[src/rtl/relay_pkg.sv]
// Shared definitions for the skid-buffer relay station: stage state encoding
// and the count-width helper used to size the occupancy counter.
package relay_pkg;

    typedef enum logic [1:0] {
        EMPTY = 2'd0,
        ONE   = 2'd1,
        TWO   = 2'd2
    } stage_state_t;

    // Width needed to hold 0..n-1, never narrower than one bit.
    function automatic int clog2_min1(input int n);
        return (n <= 2) ? 1 : $clog2(n);
    endfunction

endpackage

[src/rtl/relay_skid_stage.sv]
// One 2-entry skid-buffer stage; in_ready and out_valid come straight from
// flops so neighbouring stages can be placed far apart.
module relay_skid_stage
    import relay_pkg::*;
#(
    parameter int DATA_WIDTH = 32
) (
    input  logic                  clk,
    input  logic                  reset,
    input  logic                  in_valid,
    output logic                  in_ready,
    input  logic [DATA_WIDTH-1:0] din,
    input  logic                  in_ce,
    output logic                  out_valid,
    input  logic                  out_ready,
    output logic [DATA_WIDTH-1:0] dout,
    input  logic                  out_ce
);

    stage_state_t          state;
    logic [DATA_WIDTH-1:0] main_reg;
    logic [DATA_WIDTH-1:0] skid_reg;
    logic                  push;
    logic                  pop;

    assign push = in_valid & in_ready & in_ce;
    assign pop  = out_valid & out_ready & out_ce;
    assign dout = main_reg;

    // Handshake flops track the state so they always equal (state != TWO) and (state != EMPTY).
    always_ff @(posedge clk) begin
        if (reset) begin
            state     <= EMPTY;
            in_ready  <= 1'b1;
            out_valid <= 1'b0;
        end else begin
            case (state)
                EMPTY: begin
                    if (push) begin
                        state     <= ONE;
                        out_valid <= 1'b1;
                    end
                end
                ONE: begin
                    if (push && !pop) begin
                        state    <= TWO;
                        in_ready <= 1'b0;
                    end else if (pop && !push) begin
                        state     <= EMPTY;
                        out_valid <= 1'b0;
                    end
                end
                TWO: begin
                    if (pop) begin
                        state    <= ONE;
                        in_ready <= 1'b1;
                    end
                end
                default: begin
                    state     <= EMPTY;
                    in_ready  <= 1'b1;
                    out_valid <= 1'b0;
                end
            endcase
        end
    end

    // Payload registers carry no reset; only the valid state matters after reset.
    always_ff @(posedge clk) begin
        case (state)
            EMPTY: begin
                if (push) main_reg <= din;
            end
            ONE: begin
                if (push && pop)  main_reg <= din;
                else if (push)    skid_reg <= din;
            end
            TWO: begin
                if (pop) main_reg <= skid_reg;
            end
            default: ;
        endcase
    end

endmodule

[src/rtl/relay_station_skid.sv]
// Multi-level relay station: a chain of skid stages plus an occupancy count
// and a registered almost-full flag for the producer.
module relay_station_skid
    import relay_pkg::*;
#(
    parameter int DATA_WIDTH = 32,
    parameter int LEVEL      = 2,
    parameter int AF_MARGIN  = 1,
    parameter int CNT_WIDTH  = clog2_min1(2 * LEVEL + 1)
) (
    input  logic                  clk,
    input  logic                  reset,
    output logic                  if_full_n,
    input  logic                  if_write_ce,
    input  logic                  if_write,
    input  logic [DATA_WIDTH-1:0] if_din,
    output logic                  if_almost_full_n,
    output logic                  if_empty_n,
    input  logic                  if_read_ce,
    input  logic                  if_read,
    output logic [DATA_WIDTH-1:0] if_dout,
    output logic [CNT_WIDTH-1:0]  if_count
);

    localparam int DEPTH = 2 * LEVEL;

    generate
        if (LEVEL == 0) begin : g_pass
            assign if_full_n        = if_read;
            assign if_empty_n       = if_write;
            assign if_dout          = if_din;
            assign if_count         = '0;
            assign if_almost_full_n = 1'b1;
        end else begin : g_chain
            logic [LEVEL:0]        valid;
            logic [LEVEL:0]        ready;
            logic [DATA_WIDTH-1:0] data [0:LEVEL];
            logic                  ext_push;
            logic                  ext_pop;
            logic [CNT_WIDTH-1:0]  count_reg;
            logic [CNT_WIDTH-1:0]  count_next;
            logic                  af_n_reg;

            assign valid[0]     = if_write;
            assign data[0]      = if_din;
            assign ready[LEVEL] = if_read;

            // Only the outer ends are gated by the clock enables; internal hops always flow.
            for (genvar s = 0; s < LEVEL; s++) begin : g_stage
                relay_skid_stage #(
                    .DATA_WIDTH(DATA_WIDTH)
                ) u_stage (
                    .clk       (clk),
                    .reset     (reset),
                    .in_valid  (valid[s]),
                    .in_ready  (ready[s]),
                    .din       (data[s]),
                    .in_ce     ((s == 0) ? if_write_ce : 1'b1),
                    .out_valid (valid[s+1]),
                    .out_ready (ready[s+1]),
                    .dout      (data[s+1]),
                    .out_ce    ((s == LEVEL - 1) ? if_read_ce : 1'b1)
                );
            end

            assign if_full_n  = ready[0];
            assign if_empty_n = valid[LEVEL];
            assign if_dout    = data[LEVEL];

            assign ext_push = if_write & ready[0] & if_write_ce;
            assign ext_pop  = valid[LEVEL] & if_read & if_read_ce;

            always_comb begin
                count_next = count_reg;
                if (ext_push && !ext_pop)
                    count_next = count_reg + CNT_WIDTH'(1);
                else if (ext_pop && !ext_push)
                    count_next = count_reg - CNT_WIDTH'(1);
            end

            // Almost-full is derived from the next count so it lines up with if_count.
            always_ff @(posedge clk) begin
                if (reset) begin
                    count_reg <= '0;
                    af_n_reg  <= (AF_MARGIN < DEPTH) ? 1'b1 : 1'b0;
                end else begin
                    count_reg <= count_next;
                    af_n_reg  <= (DEPTH - int'(count_next)) > AF_MARGIN;
                end
            end

            assign if_count         = count_reg;
            assign if_almost_full_n = af_n_reg;
        end
    endgenerate

endmodule

[config.mk]
export PLATFORM = sky130hd
export DESIGN_NAME = relay_station_skid
export DESIGN_NICKNAME = d
export VERILOG_FILES = /design/src/rtl/relay_pkg.sv /design/src/rtl/relay_skid_stage.sv /design/src/rtl/relay_station_skid.sv
export SDC_FILE = /design/constraint.sdc
export NUM_CORES = 1
export LEC_CHECK = 0
export BUFFER_PORTS_ARGS = -buffer_cell sky130_fd_sc_hd__buf_2
export CORE_MARGIN = 3
export CORE_UTILIZATION = 51
export CTS_BUF_LIST = sky130_fd_sc_hd__clkbuf_16
export DETAILED_ROUTE_END_ITERATION = 6
export PLACE_DENSITY = 0.73
export SYNTH_ARGS = -nofsm -noshare
export SYNTH_HDL_FRONTEND = slang
export SYNTH_SLANG_ARGS = --single-unit
[constraint.sdc]
create_clock -name clk -period 2.2 [get_ports clk]
set_input_delay 0.55 -clock clk [delete_from_list [all_inputs] [get_ports clk]]
set_output_delay 0.55 -clock clk [all_outputs]
set_load 0.005 [all_outputs]
After elaboration in Yosys (flattened, before gate mapping)
Cells that the tools add are included.

Logic and storage cells: 102. Register bits after elaboration: 140. Output and inout bits: 38.

Eq/ne operators: 18. Add/subtract/negate cells: 3. Reductions and logical operators: 25. Multiplexer cells: 32. Order comparisons: 1. Bitwise operators: 11.

Operators by type and width (count): 32-bit two-way mux (6); 32-bit one-hot mux with 3 select lines (2); 3-bit AND reduction (6); 4-bit AND reduction (4); 2-bit two-way mux (7); 2-bit by 1-bit inequality test with 1-bit output, second input constant (7); 1-bit one-hot mux with 3 select lines (4); 2-bit one-hot mux with 3 select lines (2); 2-bit inequality test, second input constant (5); 1-bit two-way mux (9); 1-bit logical AND (8); 3-bit two-way mux (2); 3-bit by 1-bit inequality test with 1-bit output, second input constant (2); 1-bit inverter (6); 3-bit nonzero test (2); 1-bit AND (5); 2-bit by 1-bit == test with 1-bit output, second input constant (2); 2-bit == test, second input constant (2); 4-bit by 2-bit > comparator with 1-bit output, second input constant (1); 2-bit zero test (2); 3-bit by 3-bit subtractor with 4-bit output, first input constant (1); 3-bit by 1-bit adder with 3-bit output, second input constant (1); 1-bit zero test (3); 3-bit by 1-bit subtractor with 3-bit output, second input constant (1).

Depth between registers and ports, before layout
Gate-level depths: netlist of the first run.

Depth in word-level cells: 8. Mapped depth: 6. Mapped depth without buffers: 6.

By module
Synthesis of the first run repeated with hierarchy kept, for this count alone.

Cells, all modules: 299. Area total of the unflattened synthesis: 5795.6 µm².

By module, submodules not included: relay_skid_stage (cells an instance 133, area each 2750.1 µm², instances 2); relay_station_skid (cells an instance 33, area each 295.3 µm², instances 1).

Worst setup path after synthesis of the first run
No wires, ideal clock.

Path kind: in2reg. From: input port if_write_ce. To: register g_chain.g_stage[0].u_stage.skid_reg[0], enable pin. Data required time: 1.813 ns. Path buffers: 0. Cell stages on the path: 4. Data arrival time: 1.637 ns. Path slack: 0.176 ns. Cell sequence: nand3_2 nor2_1 nand3_1 inv_1.

Cells in the longest elaborated chain, start to end: 4.

RTL lines: start, declared (RTL line relay_station_skid.sv:14) `input logic if_write_ce,`; 1-bit AND * (RTL line relay_skid_stage.sv:26) `assign push = in_valid & in_ready & in_ce;`; 1-bit logical AND (RTL line relay_skid_stage.sv:75) `if (push && pop) main_reg <= din;`; 1-bit inverter (no line); 3-bit AND reduction (no line) *; end signal, assigned (RTL line relay_skid_stage.sv:76) `else if (push) skid_reg <= din;`; end, declared (RTL line relay_skid_stage.sv:22) `logic [DATA_WIDTH-1:0] skid_reg;`.

Every way passes the cells marked *; elsewhere a longest branch is shown, timed or not. A chain may end at the register's enable or synchronous reset.

Worst setup path after layout of the first run
From: register g_chain.g_stage[1].u_stage.in_ready. To: register g_chain.g_stage[0].u_stage.main_reg[20], enable pin.

Cells in the longest elaborated chain, start to end: 4. Elaborated cells on any way between the ends: 5.

RTL lines: start, declared (RTL line relay_skid_stage.sv:11) `output logic in_ready,`; start signal, assigned (RTL line relay_skid_stage.sv:34) `in_ready <= 1'b1;`; start signal, assigned (RTL line relay_skid_stage.sv:47) `in_ready <= 1'b0;`; start signal, assigned (RTL line relay_skid_stage.sv:56) `in_ready <= 1'b1;`; 1-bit AND * (RTL line relay_skid_stage.sv:27) `assign pop = out_valid & out_ready & out_ce;`; 1-bit logical AND (RTL line relay_skid_stage.sv:75); 2-bit by 1-bit inequality test with 1-bit output (no line); 4-bit AND reduction (no line) *; end signal, assigned (RTL line relay_skid_stage.sv:72) `if (push) main_reg <= din;`; end signal, assigned (RTL line relay_skid_stage.sv:75); end signal, assigned (RTL line relay_skid_stage.sv:79) `if (pop) main_reg <= skid_reg;`; end, declared (RTL line relay_skid_stage.sv:21) `logic [DATA_WIDTH-1:0] main_reg;`.

Marks and branches as above.

==> results.md, run 1 <==
- Outcome: finished, final reports clean
- Antenna Nets Post-Route: 0
- Hold_sp: if_din[1]
- Die Wd: 110.7 um
- Final worst-path cycle share: 75.22%
- Max-cap violations: 0
- Reg-to-Reg Start: g_chain.g_stage[1].u_stage.in_ready$_SDFFE_PP1P_
- Worst skew pair latency: 0.40 ns
- Vias in the first global route: 2824
- Finish-stage setup viols: 0
- Row count: 37
- Met3 routed WL: 389 um
- Netlist cell types: 36
- Fraction of layout cells with a size suffix above 1: 46.94%
- Fill count: 762
- DP HPWL: 5616 um
- Initial Util: 53.15%
- Final worst setup slack: 0.5452 ns
- Synth area leaders: edfxtp_1, mux2_2, buf_4
- CP max-delay cell: dfxtp_1
- First drt pass iteration count: 4
- Asr flop ratio synth: 0%
- CP Launch Point: g_chain.g_stage[1].u_stage.in_ready$_SDFFE_PP1P_
- Top FF cell, synth: edfxtp_1
- Clock skew: 0.006743 ns
- Min-Delay Endpoint: g_chain.g_stage[0].u_stage.skid_reg[1]$_DFFE_PP_
- Fin Hold WS: 0.3417 ns
- Vias per cell: 5.142
- Met1 wire length: 3729 um
- Share of the synthesized area in the top cell type: 68.82%
- Largest net degree at the start of global routing: 33
- Initial antenna violation count: 0
- All-Layer GR Usage: 15.30%
- RePlAce Congestion: 0.7399
- Final WL: 8737 um
- IO buf count: 75
- Pwr/cell area: 990.5 mW/mm^2
- Clock-pin slew on the worst setup and hold paths: 0.06 ns
- Worst path required time: 2.30 ns
- Worst path bufs/invs: 1
- Fin. max-slew vios: 0
- CTS tree: done
- Post-Layout Cell Count: 528
- Hold path depth: 1
- Worst r2r dst: g_chain.g_stage[0].u_stage.dout[20]$_DFFE_PP_
- Post-CTS setup buffer count: 0
- Delay of the slowest critical-path stage: 0.44 ns
- Top routing layer in use: met4
- Hold WC Path Type: in2reg
- Crit path max fanout: 32
- Final Net Count: 419
- Syn_nets: 360
- Hold Vio Cnt, Final: 0
- Slew margin rel.: 71.81%
- Tmin final: 1.655 ns
- Top-count cell post-synth: edfxtp_1
- Die height: 110.7 um
- I/O Pins: 76
- Cells after DPL: 496
- CP Capture Type: register
- CTS Buf Count: 17
- Warnings, synthesis: 0
- Peak supply drop: 0.5871 mV
- Number of flops mapped to enable cells by yosys: 128
- Top delay family on crit path: compound AO/OA/AOI/OAI gates
- H-tree levels: 4
- Critical Setup Path Class: reg2reg
- Synth-to-Final Area Change: 16.67%
- CTS hold repair buffers: 0
- Routed wire per std cell: 16.55 um
- Met2 Routed Length: 4488 um
- Place WS: 0.3483 ns
- Core region area: 0.01051 mm^2
- Die footprint: 0.01224 mm^2
- First-pass GRT wire length: 14640 um
- GRT overflow: 0
- FF-to-FF path depth: 4
- Post-Synthesis Cells: 320
- 1st-iter DRT viols: 152
- Max clock buf depth: 2
- WP data arrival: 1.75 ns
- # clock sinks: 140
- Cell Chain, Critical Path: nand2_1 -> a211oi_1 -> a21o_1 -> buf_12
- Top cells by count, synth: edfxtp_1, mux2_2, buf_4, dfxtp_1
- Setup_tns: 0 ns
- Worst reg-to-reg setup slack: 0.55 ns
- Pleak: 2.339 nW
- FF+latch count, synth: 140
- Worst slew pin tran: 0.4229 ns
- Cell area after synthesis: 0.005585 mm^2
- Ant. Diodes: 0
- Via count: 2715
- FMAX: 604.3 MHz
- RSZ-0062 raised after global routing: false
- Worst setup SP type: register
- Avg Cell Area, Syn: 17.45 um^2
- DRC: 0
- Root buffer cell: clkbuf_16
- Seq/Total Area, Yosys: 73.12%
- Leading area contributor after synthesis: edfxtp_1
- CP Depth: 4
- Post_cts resized: 0
[per-stage QoR]
step                instance area [um^2]  utilization, %  power (mW)
global route                        6516           62.01       6.724
detailed placement                  5918           56.32       3.681
finish                              6516           62.01       6.455
floorplan                           5585               -       3.537
global placement                    5918           56.32       3.658
CTS                                 6516           62.01       6.532
[how the worst max path moves through the flow]
stage | endpoint | slack [ns]
finish | g_chain.g_stage[0].u_stage.dout[20]$_DFFE_PP_ | 0.55
global route | g_chain.g_stage[0].u_stage.dout[10]$_DFFE_PP_ | 0.43
CTS | g_chain.g_stage[1].u_stage.dout[1]$_DFFE_PP_ | 0.55
detailed placement | g_chain.g_stage[0].u_stage.skid_reg[20]$_DFFE_PP_ | 0.35
global placement | g_chain.g_stage[0].u_stage.skid_reg[2]$_DFFE_PP_ | 0.39
floorplan | g_chain.g_stage[0].u_stage.skid_reg[0]$_DFFE_PP_ | 0.18
[worst reg2reg max path, stage by stage (launching register included)]
cell	delay (ns)
dfxtp_1	0.44
nand2_1	0.23
a211oi_1	0.30
a21o_1	0.16
buf_12	0.22
[cell families after synthesis]
logic type | count (synthesis) | synth area share (%)
DFF | 140 | 73.12
muxes | 64 | 12.90
buffers and inverters | 47 | 6.115
and+or+nand+nor | 42 | 4.279
AOI/OAI and AO/OA | 23 | 2.778
adders and majority gates | 3 | 0.6496
xor gates and xnor gates | 1 | 0.1568
[cell usage in the layout (no fill, tap or decap), drive strengths merged]
cell / instances
and4b: 1
or2: 2
xnor2: 1
nand3b: 2
or3: 1
and3: 3
buf: 83
clkinv: 8
nand2: 7
dfxtp: 12
mux2: 64
and2: 1
clkbuf: 17
clkinvlp: 1
a22o: 1
inv: 7
edfxtp: 128
and3b: 1
a221oi: 1
o21bai: 5
bufinv: 3
nand4b: 1
a31oi: 1
nand3: 11
o21ai: 1
maj3: 1
o211ai: 1
nor2: 4
a211oi: 2
nor3: 4
a21oi: 9
nor3b: 1
nand2b: 1
a21o: 2
ha: 2
nor2b: 2
[power by group]
group,internal (mW),switching [mW]
logic,0.223,0.234
registers,3.09,0.0758
clock network,1.78,1.06
[metal layers]
| layer | up-vias | GRT usage (%) |
|---|---|---|
| met2 | 74 | 24.76 |
| met5 | - | 0 |
| met1 | 1325 | 18.97 |
| met3 | 10 | 5.131 |
| met4 | 0 | 6.322 |
| li1 | 1306 | - |
[area by class of cell]
type	count	area, um^2	share of cell area [%]
clock inverter	15	172.7	2.650
sequential	140	4084	62.67
timing repair buffer	83	473.0	7.258
tap	136	170.2	2.611
inverter	4	15.01	0.2304
multi-input combinational	133	1176	18.05
clock buffer	17	425.4	6.528
Power figures use the tool's default switching activity.
==> run 2: changes to the inputs <==
Settings changed: PLACE_DENSITY 0.73 to 0.76.
Clock period 2.2 ns to 1.4 ns, I/O delays scaled along.
==> run 2 against run 1 <==
  * Setup slack got worse by 0.52 ns
  * Critical path type unchanged
  * Sequential power increased by 57%
  * Hold slack worse by 0.21 ns
  * Largest cell class unchanged
  * Critical path depth stayed put
  * Clock-buffer cell count unchanged
==> results.md, run 2 (synthesis results as in run 1) <==
- Vias in the first global route: 2893
- WP data arrival: 1.50 ns
- Fin. max-slew vios: 0
- Place WS: -0.05211 ns
- Initial antenna violation count: 0
- FMAX: 728.9 MHz
- Pwr Total: 10.37 mW
- First drt pass iteration count: 4
- Worst setup SP type: register
- Final worst-path cycle share: 97.99%
- Final worst setup slack: 0.02813 ns
- Outcome: finished, final reports clean
- Antenna Nets Post-Route: 0
- CP max-delay cell: dfxtp_2
- Most frequent cells in the layout: edfxtp_1, buf_2, mux2_2
- Final WL: 9249 um
- Row count: 37
- Fraction of layout cells with a size suffix above 1: 53.77%
- Final Net Count: 439
- 1st-iter DRT viols: 107
- Pwr/cell area: 1508 mW/mm^2
- Core region area: 0.01051 mm^2
- Critical Setup Path Class: reg2reg
- # clock sinks: 140
- Hold Vio Cnt, Final: 0
- Hold WC Path Type: in2reg
- H-tree levels: 4
- Die Wd: 110.7 um
- First-pass GRT wire length: 14740 um
- Max-cap violations: 0
- Worst skew pair latency: 0.42 ns
- Slew margin rel.: 81.64%
- CTS hold repair buffers: 0
- Delay of the slowest critical-path stage: 0.34 ns
- RSZ-0062 raised after global routing: true
- Cell Chain, Critical Path: buf_6 -> a211oi_4 -> a21o_4 -> clkbuf_16
- Setup_tns: 0 ns
- Fill count: 709
- RePlAce Congestion: 0.7673
- Util after Layout: 65.40%
- Tmin final: 1.372 ns
- Synth-to-Final Area Change: 23.05%
- Ant. Diodes: 0
- IO buf count: 75
- Vias per cell: 5.176
- Max clock buf depth: 2
- Clock skew: 0.01680 ns
- GRT overflow: 0
- Worst path required time: 1.53 ns
- Via count: 2831
- DRC: 0
- CTS Buf Count: 17
- Peak supply drop: 0.9208 mV
- Crit path max fanout: 7
- Root buffer cell: clkbuf_16
- CTS tree: done
- Initial Util: 53.15%
- I/O Pins: 76
- Clock-pin slew on the worst setup and hold paths: 0.07 ns
- Die height: 110.7 um
- Largest net degree at the start of global routing: 33
- CP Capture Type: register
- DP HPWL: 6166 um
- Pleak: 2.452 nW
- All-Layer GR Usage: 15.55%
- Finish-stage setup viols: 0
- Routed wire per std cell: 16.91 um
- Die footprint: 0.01224 mm^2
- Worst slew pin tran: 0.2754 ns
- Commonest non-fill, non-tap cell in the layout: edfxtp_1
## run 2: final timing paths
check	depth (start not counted)	endpoint	slack, ns	start
worst max register to register	4	g_chain.g_stage[0].u_stage.dout[20]$_DFFE_PP_	0.03	g_chain.g_stage[0].u_stage.state[0]$_SDFFE_PP0P_
worst min-delay path	1	g_chain.g_stage[0].u_stage.skid_reg[20]$_DFFE_PP_	0.13	if_din[20]
worst min register to register	0	g_chain.g_stage[1].u_stage.skid_reg[22]$_DFFE_PP_	0.45	g_chain.g_stage[0].u_stage.dout[22]$_DFFE_PP_
worst max-delay path	4	g_chain.g_stage[0].u_stage.dout[20]$_DFFE_PP_	0.03	g_chain.g_stage[0].u_stage.state[0]$_SDFFE_PP0P_
## run 2: where the power goes
| part | switching, mW | internal, mW | total (mW) |
|---|---|---|---|
| combinational | 0.451 | 0.475 | 0.927 |
| clock | 1.69 | 2.80 | 4.49 |
| sequential | 0.0976 | 4.85 | 4.95 |
| total | 2.24 | 8.13 | 10.4 |
## run 2: metrics by stage
step / instance area [um^2] / hold WS, ns / std cells
floorplan: 5667 / 0.4222 / 320
global placement: 6210 / 0.4317 / 513
detailed placement: 6210 / 0.4331 / 513
CTS: 6807 / 0.1134 / 544
global route: 6873 / 0.1195 / 547
finish: 6873 / 0.1300 / 547
## run 2: area by class of cell
| class | count | area (um^2) | area share, % |
|---|---|---|---|
| clock buffer | 17 | 425.4 | 6.190 |
| multi-input combinational | 133 | 1237 | 18.00 |
| sequential | 140 | 4098 | 59.62 |
| tap | 136 | 170.2 | 2.476 |
| clock inverter | 14 | 171.4 | 2.494 |
| inverter | 4 | 22.52 | 0.3277 |
| timing repair buffer | 103 | 748.2 | 10.89 |
## run 2: worst max-delay path: cells and delay by family, from the launching register on
kind	cells	cell delay (ns)
AOI/OAI and AO/OA	2	0.44
DFF	1	0.34
buffers and inverters	2	0.31
## run 2: timing repair
item / in CTS / in global routing
endpoints found under the setup margin: 0 / 71
buffers inserted: 0 / 1
gates resized for setup: 0 / 6
hold endpoints to repair: 0 / 0
## run 2: per-layer routing
metal	GRT usage [%]	vias to the layer above	share of wire, %
met2	26.46	78	52
li1	-	1345	-
met1	18.29	1392	42
met3	4.312	16	3.9
met4	7.307	0	2.2
met5	0	-	0
==> run 3: changes to the inputs <==
Settings changed: CORE_ASPECT_RATIO set to 1.2.
==> run 3 against run 2 <==
  * Design area increased by 1.5%
  * Sequential power about the same
  * Via count increased by 3.5%
  * Hold slack got worse by 0.0086 ns
  * Critical path type unchanged
  * Sequential share of layout area decreased by 0.89 points
  * Setup slack got worse by 0.021 ns
  * Highest routed layer unchanged
  * Clock-buffer cell count unchanged
  * Register-to-register slack got worse by 0.02 ns
  * Die area about the same
  * Utilization increased by 0.29 points
  * Critical path depth decreased by 1
==> results.md, run 3 (synthesis results as in run 1) <==
- Outcome: finished, final reports clean
- Antenna Nets Post-Route: 0
- 1st-iter DRT viols: 199
- First-pass GRT wire length: 15230 um
- WP data arrival: 1.56 ns
- Tmin final: 1.393 ns
- Worst slew pin tran: 0.2433 ns
- Final worst-path cycle share: 99.50%
- Initial antenna violation count: 0
- Top delay family on crit path: flip-flops
- Final WL: 9793 um
- Largest net degree at the start of global routing: 27
- Die Wd: 101.5 um
- H-tree levels: 4
- Slew margin rel.: 83.69%
- Place WS: -0.01647 ns
- Area of the multi-input gates: 0.001254 mm^2
- Die footprint: 0.01225 mm^2
- GRT overflow: 0
- Most frequent cells in the layout: edfxtp_1, buf_2, mux2_2
- FMAX: 717.8 MHz
- Vias in the first global route: 3012
- Peak supply drop: 0.9188 mV
- Pleak: 2.495 nW
- IO buf count: 75
- Core region area: 0.01062 mm^2
- Commonest non-fill, non-tap cell in the layout: edfxtp_1
- Initial Util: 52.60%
- Final worst setup slack: 0.006931 ns
- Fill count: 717
- Synth-to-Final Area Change: 24.89%
- Critical Setup Path Class: reg2reg
- First drt pass iteration count: 4
- Fraction of layout cells with a size suffix above 1: 54.78%
- Max clock buf depth: 2
- CTS tree: done
- DRC: 0
- CP max-delay cell: dfxtp_4
- RSZ-0062 raised after global routing: true
- FF-to-FF path depth: 3
- CP Depth: 3
- Hold path depth: 1
- Fin. max-slew vios: 0
- Worst path required time: 1.56 ns
- Cell Chain, Critical Path: nor2b_4 -> bufbuf_16 -> mux2_2
- DP HPWL: 6267 um
- Worst skew pair latency: 0.41 ns
- Via count: 2931
- Hold Vio Cnt, Final: 0
- Die height: 120.6 um
- Vias per cell: 5.358
- CTS Buf Count: 17
- Routed wire per std cell: 17.90 um
- Crit path max fanout: 11
- # clock sinks: 140
- Finish-stage setup viols: 0
- Ant. Diodes: 0
- Final Net Count: 445
- Clock-pin slew on the worst setup and hold paths: 0.06 ns
- CTS hold repair buffers: 0
- RePlAce Congestion: 0.8262
- Root buffer cell: clkbuf_16
- All-Layer GR Usage: 16.77%
- I/O Pins: 76
- Register area: 0.004096 mm^2
- Pwr/cell area: 1512 mW/mm^2
- Worst path bufs/invs: 1
- Worst setup SP type: register
- Delay of the slowest critical-path stage: 0.35 ns
- Clock skew: 0.006089 ns
- Hold WC Path Type: in2reg
- Row count: 41
- CP Capture Type: register
- Max-cap violations: 0
- Setup_tns: 0 ns
run 3: layout make-up:
cell class	instances	share of cell area [%]
tap	129	2.314
clock buffer	17	6.099
sequential	140	58.73
timing repair buffer	109	11.73
inverter	4	0.3229
multi-input combinational	133	17.97
clock inverter	15	2.834
run 3: final timing paths:
| check | startpoint | to | slack (ns) |
|---|---|---|---|
| setup / recovery | g_chain.g_stage[1].u_stage.state[1]$_SDFFE_PP0P_ | g_chain.g_stage[1].u_stage.dout[29]$_DFFE_PP_ | 0.007 |
| hold / removal | if_din[27] | g_chain.g_stage[0].u_stage.skid_reg[27]$_DFFE_PP_ | 0.12 |
| setup reg to reg | g_chain.g_stage[1].u_stage.state[1]$_SDFFE_PP0P_ | g_chain.g_stage[1].u_stage.dout[29]$_DFFE_PP_ | 0.007 |
| hold reg to reg | g_chain.g_stage[0].u_stage.dout[24]$_DFFE_PP_ | g_chain.g_stage[1].u_stage.skid_reg[24]$_DFFE_PP_ | 0.44 |
run 3: power breakdown:
group          internal [mW]  switching, mW
Sequential              4.85          0.102
Clock                   2.97           1.66
Combinational          0.497          0.461
Total                   8.32           2.23
run 3: what timing repair did:
item,CTS,global route
endpoints found under the setup margin,22,69
pin swaps,0,1
buffers inserted,3,2
gates cloned,1,2
resized for setup,1,6
run 3: routing by layer:
| metal | vias up | wire [um] | global-route usage, % |
|---|---|---|---|
| met2 | 82 | 5274 | 29.09 |
| met1 | 1468 | 3896 | 18.88 |
| met3 | 16 | 441 | 5.309 |
| li1 | 1365 | - | - |
| met4 | 0 | 180 | 6.899 |
| met5 | - | 0 | 0 |
run 3: per-stage QoR:
| step | hold WS (ns) | util, % | area, um^2 | instances | total power, mW |
|---|---|---|---|---|---|
| floorplan | 0.4222 | - | 5667 | 320 | 5.584 |
| global placement | 0.4288 | 58.47 | 6208 | 507 | 5.884 |
| detailed placement | 0.4323 | 58.47 | 6208 | 507 | 5.929 |
| CTS | 0.1103 | 64.88 | 6889 | 543 | 10.56 |
| global route | 0.1061 | 65.69 | 6975 | 547 | 10.91 |
| finish | 0.1214 | 65.69 | 6975 | 547 | 10.55 |
run 3: worst register-to-register path, cell delays in order, from the launching register on:
cell and delay [ns]:
dfxtp_4 0.35, nor2b_4 0.17, bufbuf_16 0.30, mux2_2 0.33
